<file path="src/rtl/branch_predict_unit.sv">
// Bimodal branch predictor: 2-bit saturating-counter BHT with combinational
// fetch lookup, execute-stage branch resolution, and saturating perf counters.
module branch_predict_unit #(
  parameter int XLEN     = 32,
  parameter int IDX_BITS = 6,
  parameter int CNT_W    = 32
) (
  input  logic            clk,
  input  logic            reset,
  input  logic [XLEN-1:0] f_pc,
  output logic            f_pred_taken,
  input  logic            ex_valid,
  input  logic            ex_is_branch,
  input  logic [XLEN-1:0] ex_pc,
  input  logic [2:0]      ex_funct3,
  input  logic [XLEN-1:0] ex_rs1,
  input  logic [XLEN-1:0] ex_rs2,
  input  logic            ex_pred_taken,
  output logic            ex_taken,
  output logic            ex_mispredict,
  output logic [CNT_W-1:0] perf_branches,
  output logic [CNT_W-1:0] perf_mispredicts
);

  localparam int ENTRIES = 1 << IDX_BITS;

  function automatic logic [1:0] cnt2_update(input logic [1:0] c, input logic up);
    logic [1:0] r;
    r = c;
    if (up && c != 2'b11)
      r = c + 2'b01;
    else if (!up && c != 2'b00)
      r = c - 2'b01;
    return r;
  endfunction

  function automatic logic [CNT_W-1:0] perf_sat_inc(input logic [CNT_W-1:0] v);
    return (&v) ? v : v + {{(CNT_W-1){1'b0}}, 1'b1};
  endfunction

  logic [1:0]          bht_q [ENTRIES];
  logic [1:0]          bht_d [ENTRIES];
  logic [CNT_W-1:0]    perf_branches_q, perf_branches_d;
  logic [CNT_W-1:0]    perf_mispredicts_q, perf_mispredicts_d;

  logic [IDX_BITS-1:0] f_idx;
  logic [IDX_BITS-1:0] ex_idx;
  logic signed [XLEN-1:0] rs1_s;
  logic signed [XLEN-1:0] rs2_s;
  logic                taken_raw;
  logic                resolve;
  logic                unused_pc_bits;

  assign f_idx  = f_pc[IDX_BITS+1:2];
  assign ex_idx = ex_pc[IDX_BITS+1:2];
  assign rs1_s  = ex_rs1;
  assign rs2_s  = ex_rs2;

  assign unused_pc_bits = ^{f_pc[XLEN-1:IDX_BITS+2], f_pc[1:0],
                            ex_pc[XLEN-1:IDX_BITS+2], ex_pc[1:0]};

  // Lookup reads the registered table only, so a same-cycle update is not bypassed.
  assign f_pred_taken = bht_q[f_idx][1];

  always_comb begin
    taken_raw = 1'b0;
    case (ex_funct3)
      3'b000:  taken_raw = (ex_rs1 == ex_rs2);
      3'b001:  taken_raw = (ex_rs1 != ex_rs2);
      3'b100:  taken_raw = (rs1_s <  rs2_s);
      3'b101:  taken_raw = (rs1_s >= rs2_s);
      3'b110:  taken_raw = (ex_rs1 <  ex_rs2);
      3'b111:  taken_raw = (ex_rs1 >= ex_rs2);
      default: taken_raw = 1'b0;
    endcase
  end

  assign resolve = ex_valid && ex_is_branch &&
                   (ex_funct3 != 3'b010) && (ex_funct3 != 3'b011);

  assign ex_taken      = resolve && taken_raw;
  assign ex_mispredict = resolve && (taken_raw ^ ex_pred_taken);

  always_comb begin
    bht_d              = bht_q;
    perf_branches_d    = perf_branches_q;
    perf_mispredicts_d = perf_mispredicts_q;
    if (resolve) begin
      bht_d[ex_idx]   = cnt2_update(bht_q[ex_idx], taken_raw);
      perf_branches_d = perf_sat_inc(perf_branches_q);
      if (ex_mispredict)
        perf_mispredicts_d = perf_sat_inc(perf_mispredicts_q);
    end
  end

  // Reset wins over a concurrent resolve: all entries return to weak-not-taken.
  always_ff @(posedge clk) begin
    if (reset) begin
      for (int i = 0; i < ENTRIES; i++)
        bht_q[i] <= 2'b01;
      perf_branches_q    <= '0;
      perf_mispredicts_q <= '0;
    end else begin
      bht_q              <= bht_d;
      perf_branches_q    <= perf_branches_d;
      perf_mispredicts_q <= perf_mispredicts_d;
    end
  end

  assign perf_branches    = perf_branches_q;
  assign perf_mispredicts = perf_mispredicts_q;

endmodule

</file>
<file path="config.mk">
export PLATFORM = sky130hd
export DESIGN_NAME = branch_predict_unit
export DESIGN_NICKNAME = d
export VERILOG_FILES = /design/src/rtl/branch_predict_unit.sv
export SDC_FILE = /design/constraint.sdc
export NUM_CORES = 1
export LEC_CHECK = 0
export ABC_AREA = 1
export CORE_MARGIN = 2
export CORE_UTILIZATION = 54
export DETAILED_ROUTE_END_ITERATION = 8
export PLACE_DENSITY = 0.77
export SETUP_SLACK_MARGIN = 0.2
export SLEW_MARGIN = 20
export SYNTH_ARGS = -nofsm -noshare
export SYNTH_HDL_FRONTEND = slang
export SYNTH_SLANG_ARGS = --single-unit
</file>
<file path="constraint.sdc">
create_clock -name clk -period 3.6 [get_ports clk]
set_input_delay 0.54 -clock clk [delete_from_list [all_inputs] [get_ports clk]]
set_output_delay 0.54 -clock clk [all_outputs]
set_load 0.005 [all_outputs]
</file>
==> qor.json <==
{
  "logic_synthesis": {
    "synth_flop_cell": "sky130_fd_sc_hd__dfxtp_1",
    "postSynthNetCount": 2030,
    "synth.ff_latch_count": 192,
    "synth.yosys.seq_area_share": 0.330,
    "synth_edf_count": 0,
    "synth_fa_ha_area_frac": 0.0387,
    "synth_most_common_cell": "sky130_fd_sc_hd__nand2_1",
    "ys_warn_count": 0,
    "post_synth_and_or_nand_nor_area_fraction": 0.311,
    "post_synth.cell_area_avg_sq_um": 6.26,
    "synthesis.area_sq_mm": 0.0116,
    "synth.mux.area_fraction": 0,
    "distinct_cells_synth": 41,
    "syn-instance-count": 1858,
    "post_synth_main_area_contributors": "sky130_fd_sc_hd__dfxtp_1 (33%), sky130_fd_sc_hd__nand2_1 (15%), sky130_fd_sc_hd__inv_1 (10%)",
    "ys_top_cells_by_count": "sky130_fd_sc_hd__nand2_1 (452), sky130_fd_sc_hd__inv_1 (311), sky130_fd_sc_hd__a21oi_1 (207)",
    "synth_top_family_by_area": "simple AND/OR/NAND/NOR gates",
    "synth_compound_gate_area_share": 0.162,
    "synth_async_sr_flop_share": 0,
    "synth_top_area_cell": "sky130_fd_sc_hd__dfxtp_1",
    "yosys.area_share.xor_xnor": 0.0272,
    "synth_top_area_share": 0.330
  },
  "worst_setup_path": {
    "worstSetupEndpointType": "output pin",
    "critPathArrivalTime_ns": 2.81,
    "timing.critical_path.from_type": "input pin",
    "worstPathRequired_ns": 3.06,
    "timing.setup.critical_path_class": "in2out",
    "cp_max_fo": 12
  },
  "cells_and_area": {
    "antenna_cells": 0,
    "layout.filler_cells": 1742,
    "area.growth.synth_to_final_pct": 29.8,
    "final_core_util": 0.716,
    "postLayoutCellArea_sq_mm": 0.0151,
    "nNetsFinal": 2222,
    "finish.cell_count_without_fillers": 2338,
    "post_route_cells_drive_above_1_share": 0.111
  },
  "detailed_routing": {
    "drt.antenna.violating_nets": 0,
    "vias_per_cell": 5.58,
    "initial_drt_pass_iterations": 6,
    "wl_per_cell_um": 16.8,
    "initialDrtViolationCount": 1392,
    "residual_drc": 0,
    "detailroute.via_count": 13000,
    "wirelength_mm": 39.2
  },
  "placed_design": {
    "gpl.final_weighted_congestion": 0.953,
    "buffer_ports.inserted": 150,
    "dp_worst_setup_slack_ns": -0.304,
    "dp_hpwl_mm": 26.3,
    "placed_cells_incl_taps": 2290,
    "dpl_cell_area_sq_mm": 0.0138
  },
  "clocking": {
    "cts.reportedPaths.clkPinSlew_ns": 0.08,
    "cts_max_path_buffers": 2,
    "numClockSinks": 192,
    "tritoncts.num_buffers": 17,
    "htree_num_levels": 4,
    "clock-root-buffer": "sky130_fd_sc_hd__clkbuf_16",
    "tritoncts": "built",
    "clk-insertion-delay-late_ns": 0.44
  },
  "sta": {
    "finClkSkew_ns": 0.0153,
    "rsz0062_at_grt": "no",
    "slew-limit-headroom": 0.456,
    "worst_pin_slew_ns": 0.815,
    "setup_violations": 0,
    "postLayoutSetupSlackWorst_ns": 0.253,
    "maxSlewViolCount": 0,
    "achievable-frequency_ghz": 0.299,
    "fin_crit_ns": 3.35,
    "final.period_utilization": 0.930,
    "report.final.hold_viol_count": 0
  },
  "floorplan": {
    "top_level_pins": 203,
    "floorplan.rows": 53,
    "initial_utilization": 0.552,
    "die_y_um": 151,
    "fp.dieW_um": 151,
    "die-area_sq_mm": 0.0227,
    "design.core.area_sq_mm": 0.0211
  },
  "run": {
    "max_cap_violations": 0
  },
  "min_path": {
    "worstHoldPathType": "reg2reg"
  },
  "pwr": {
    "max-vdd-ir-drop_mv": 0.395,
    "p_leak_nw": 6.18,
    "p_per_area_mw_per_mm2": 343
  },
  "global_routing": {
    "largest_net_degree_at_the_start_of_global_routing": 169,
    "grt_pass1_vias": 11900,
    "track_usage": 0.324,
    "first_pass_grt_wire_length_mm": 58.6,
    "grt_antenna_before_repair": 0,
    "remaining_overflow_grt": 0
  },
  "status": {
    "result_of_the_run": "finished, final reports clean"
  }
}
through the flow:
step / hold slack (ns) / power, W / TNS (ns)
after floorplan: 0.440 / 0.00262 / 0
after CTS: 0.474 / 0.00488 / 0
after detailed placement: 0.456 / 0.00298 / -5.70
after global routing: 0.495 / 0.00532 / 0
final: 0.471 / 0.00519 / 0
after global placement: 0.449 / 0.00297 / -1.98
final timing paths:
check,to,from,slack (ns),cells after the start
worst max register to register,perf_mispredicts[0],perf_mispredicts[1],0.54,15
worst min-delay path,perf_branches[4],perf_branches[4],0.47,2
worst max-delay path,f_pred_taken,f_pc[3],0.25,9
worst min register to register,perf_branches[4],perf_branches[4],0.47,2
cell usage in the layout (no fill, tap or decap), drive strengths merged:
cell,netlist,final
nand2,455,455
inv,324,333
a21oi,208,208
nor2,201,201
dfxtp,192,192
nand3,132,132
clkdlybuf4s50,0,123
buf,24,84
o21ai,64,64
nor3,44,44
ha,36,36
xor2,27,27
dlymetal6s2s,0,23
clkbuf,39,23
nand4,22,22
o22ai,18,18
a221oi,17,17
nor4,11,11
o31ai,8,8
xnor2,7,7
o21a,6,6
a22oi,5,5
clkinv,2,5
a22o,4,4
o221ai,3,3
o211ai,2,2
and3,2,2
clkinvlp,0,2
o2111ai,1,1
o311ai,1,1
o311a,1,1
a211oi,1,1
nor3b,1,1
dlygate4sd2,0,1
registers in the layout, indices dropped and copies added (netlist names):
register,cells
bht_q,128
perf_branches,32
perf_mispredicts,32
layout make-up:
cell class                      instances  area (sq um)  area share
Clock buffer                           18           439      0.0291
Clock inverter                         14           146     0.00969
Inverter                              326          1230      0.0815
Multi-Input combinational cell       1277          6680       0.442
Sequential cell                       192          3840       0.255
Tap cell                              275           344      0.0228
Timing Repair Buffer                  236          2420       0.160
metal layers:
| metal | GRT usage | part of all wire | vias to the layer above | routed length, um |
|---|---|---|---|---|
| met1 | 0.418 | 0.40 | 5921 | 15600 |
| met5 | 0 | 0 | - | 0 |
| met3 | 0.0527 | 0.091 | 135 | 3560 |
| met2 | 0.546 | 0.47 | 644 | 18300 |
| li1 | - | - | 6337 | - |
| met4 | 0.123 | 0.044 | 0 | 1710 |
power by group:
group | switching [W] | leakage [nW] | total [W] | internal, W
clock network | 0.000978 | 0.284 | 0.00193 | 0.000949
registers | 0.00000607 | 1.55 | 0.00214 | 0.00213
logic | 0.000633 | 4.35 | 0.00112 | 0.000491
total | 0.00162 | 6.18 | 0.00519 | 0.00357
kinds of logic after synthesis:
kind of cell,count (synthesis)
adder cells (fa/ha/maj),36
flip-flops,192
XOR/XNOR,34
AND/OR/NAND/NOR,868
AO/OA/AOI/OAI,339
buffers and inverters,389
worst max-delay path, stage by stage:
cell and delay [ns]:
sky130_fd_sc_hd__clkdlybuf4s50_1 0.56, sky130_fd_sc_hd__buf_6 0.19, sky130_fd_sc_hd__o21ai_0 0.09, sky130_fd_sc_hd__o21ai_0 0.21
sky130_fd_sc_hd__o21ai_0 0.12, sky130_fd_sc_hd__o22ai_1 0.21, sky130_fd_sc_hd__nor2_1 0.09, sky130_fd_sc_hd__o31ai_2 0.24
sky130_fd_sc_hd__clkdlybuf4s50_1 0.54
what timing repair did:
action                                  4_1_cts  5_1_grt
hold buffers                                  0        0
endpoints found under the setup margin        3      131
resized for setup                            22      110
pin swaps                                     9       41
gates cloned                                  0        7
buffers inserted                              4        5
Note: power is estimated with default switching activity, not from simulation.
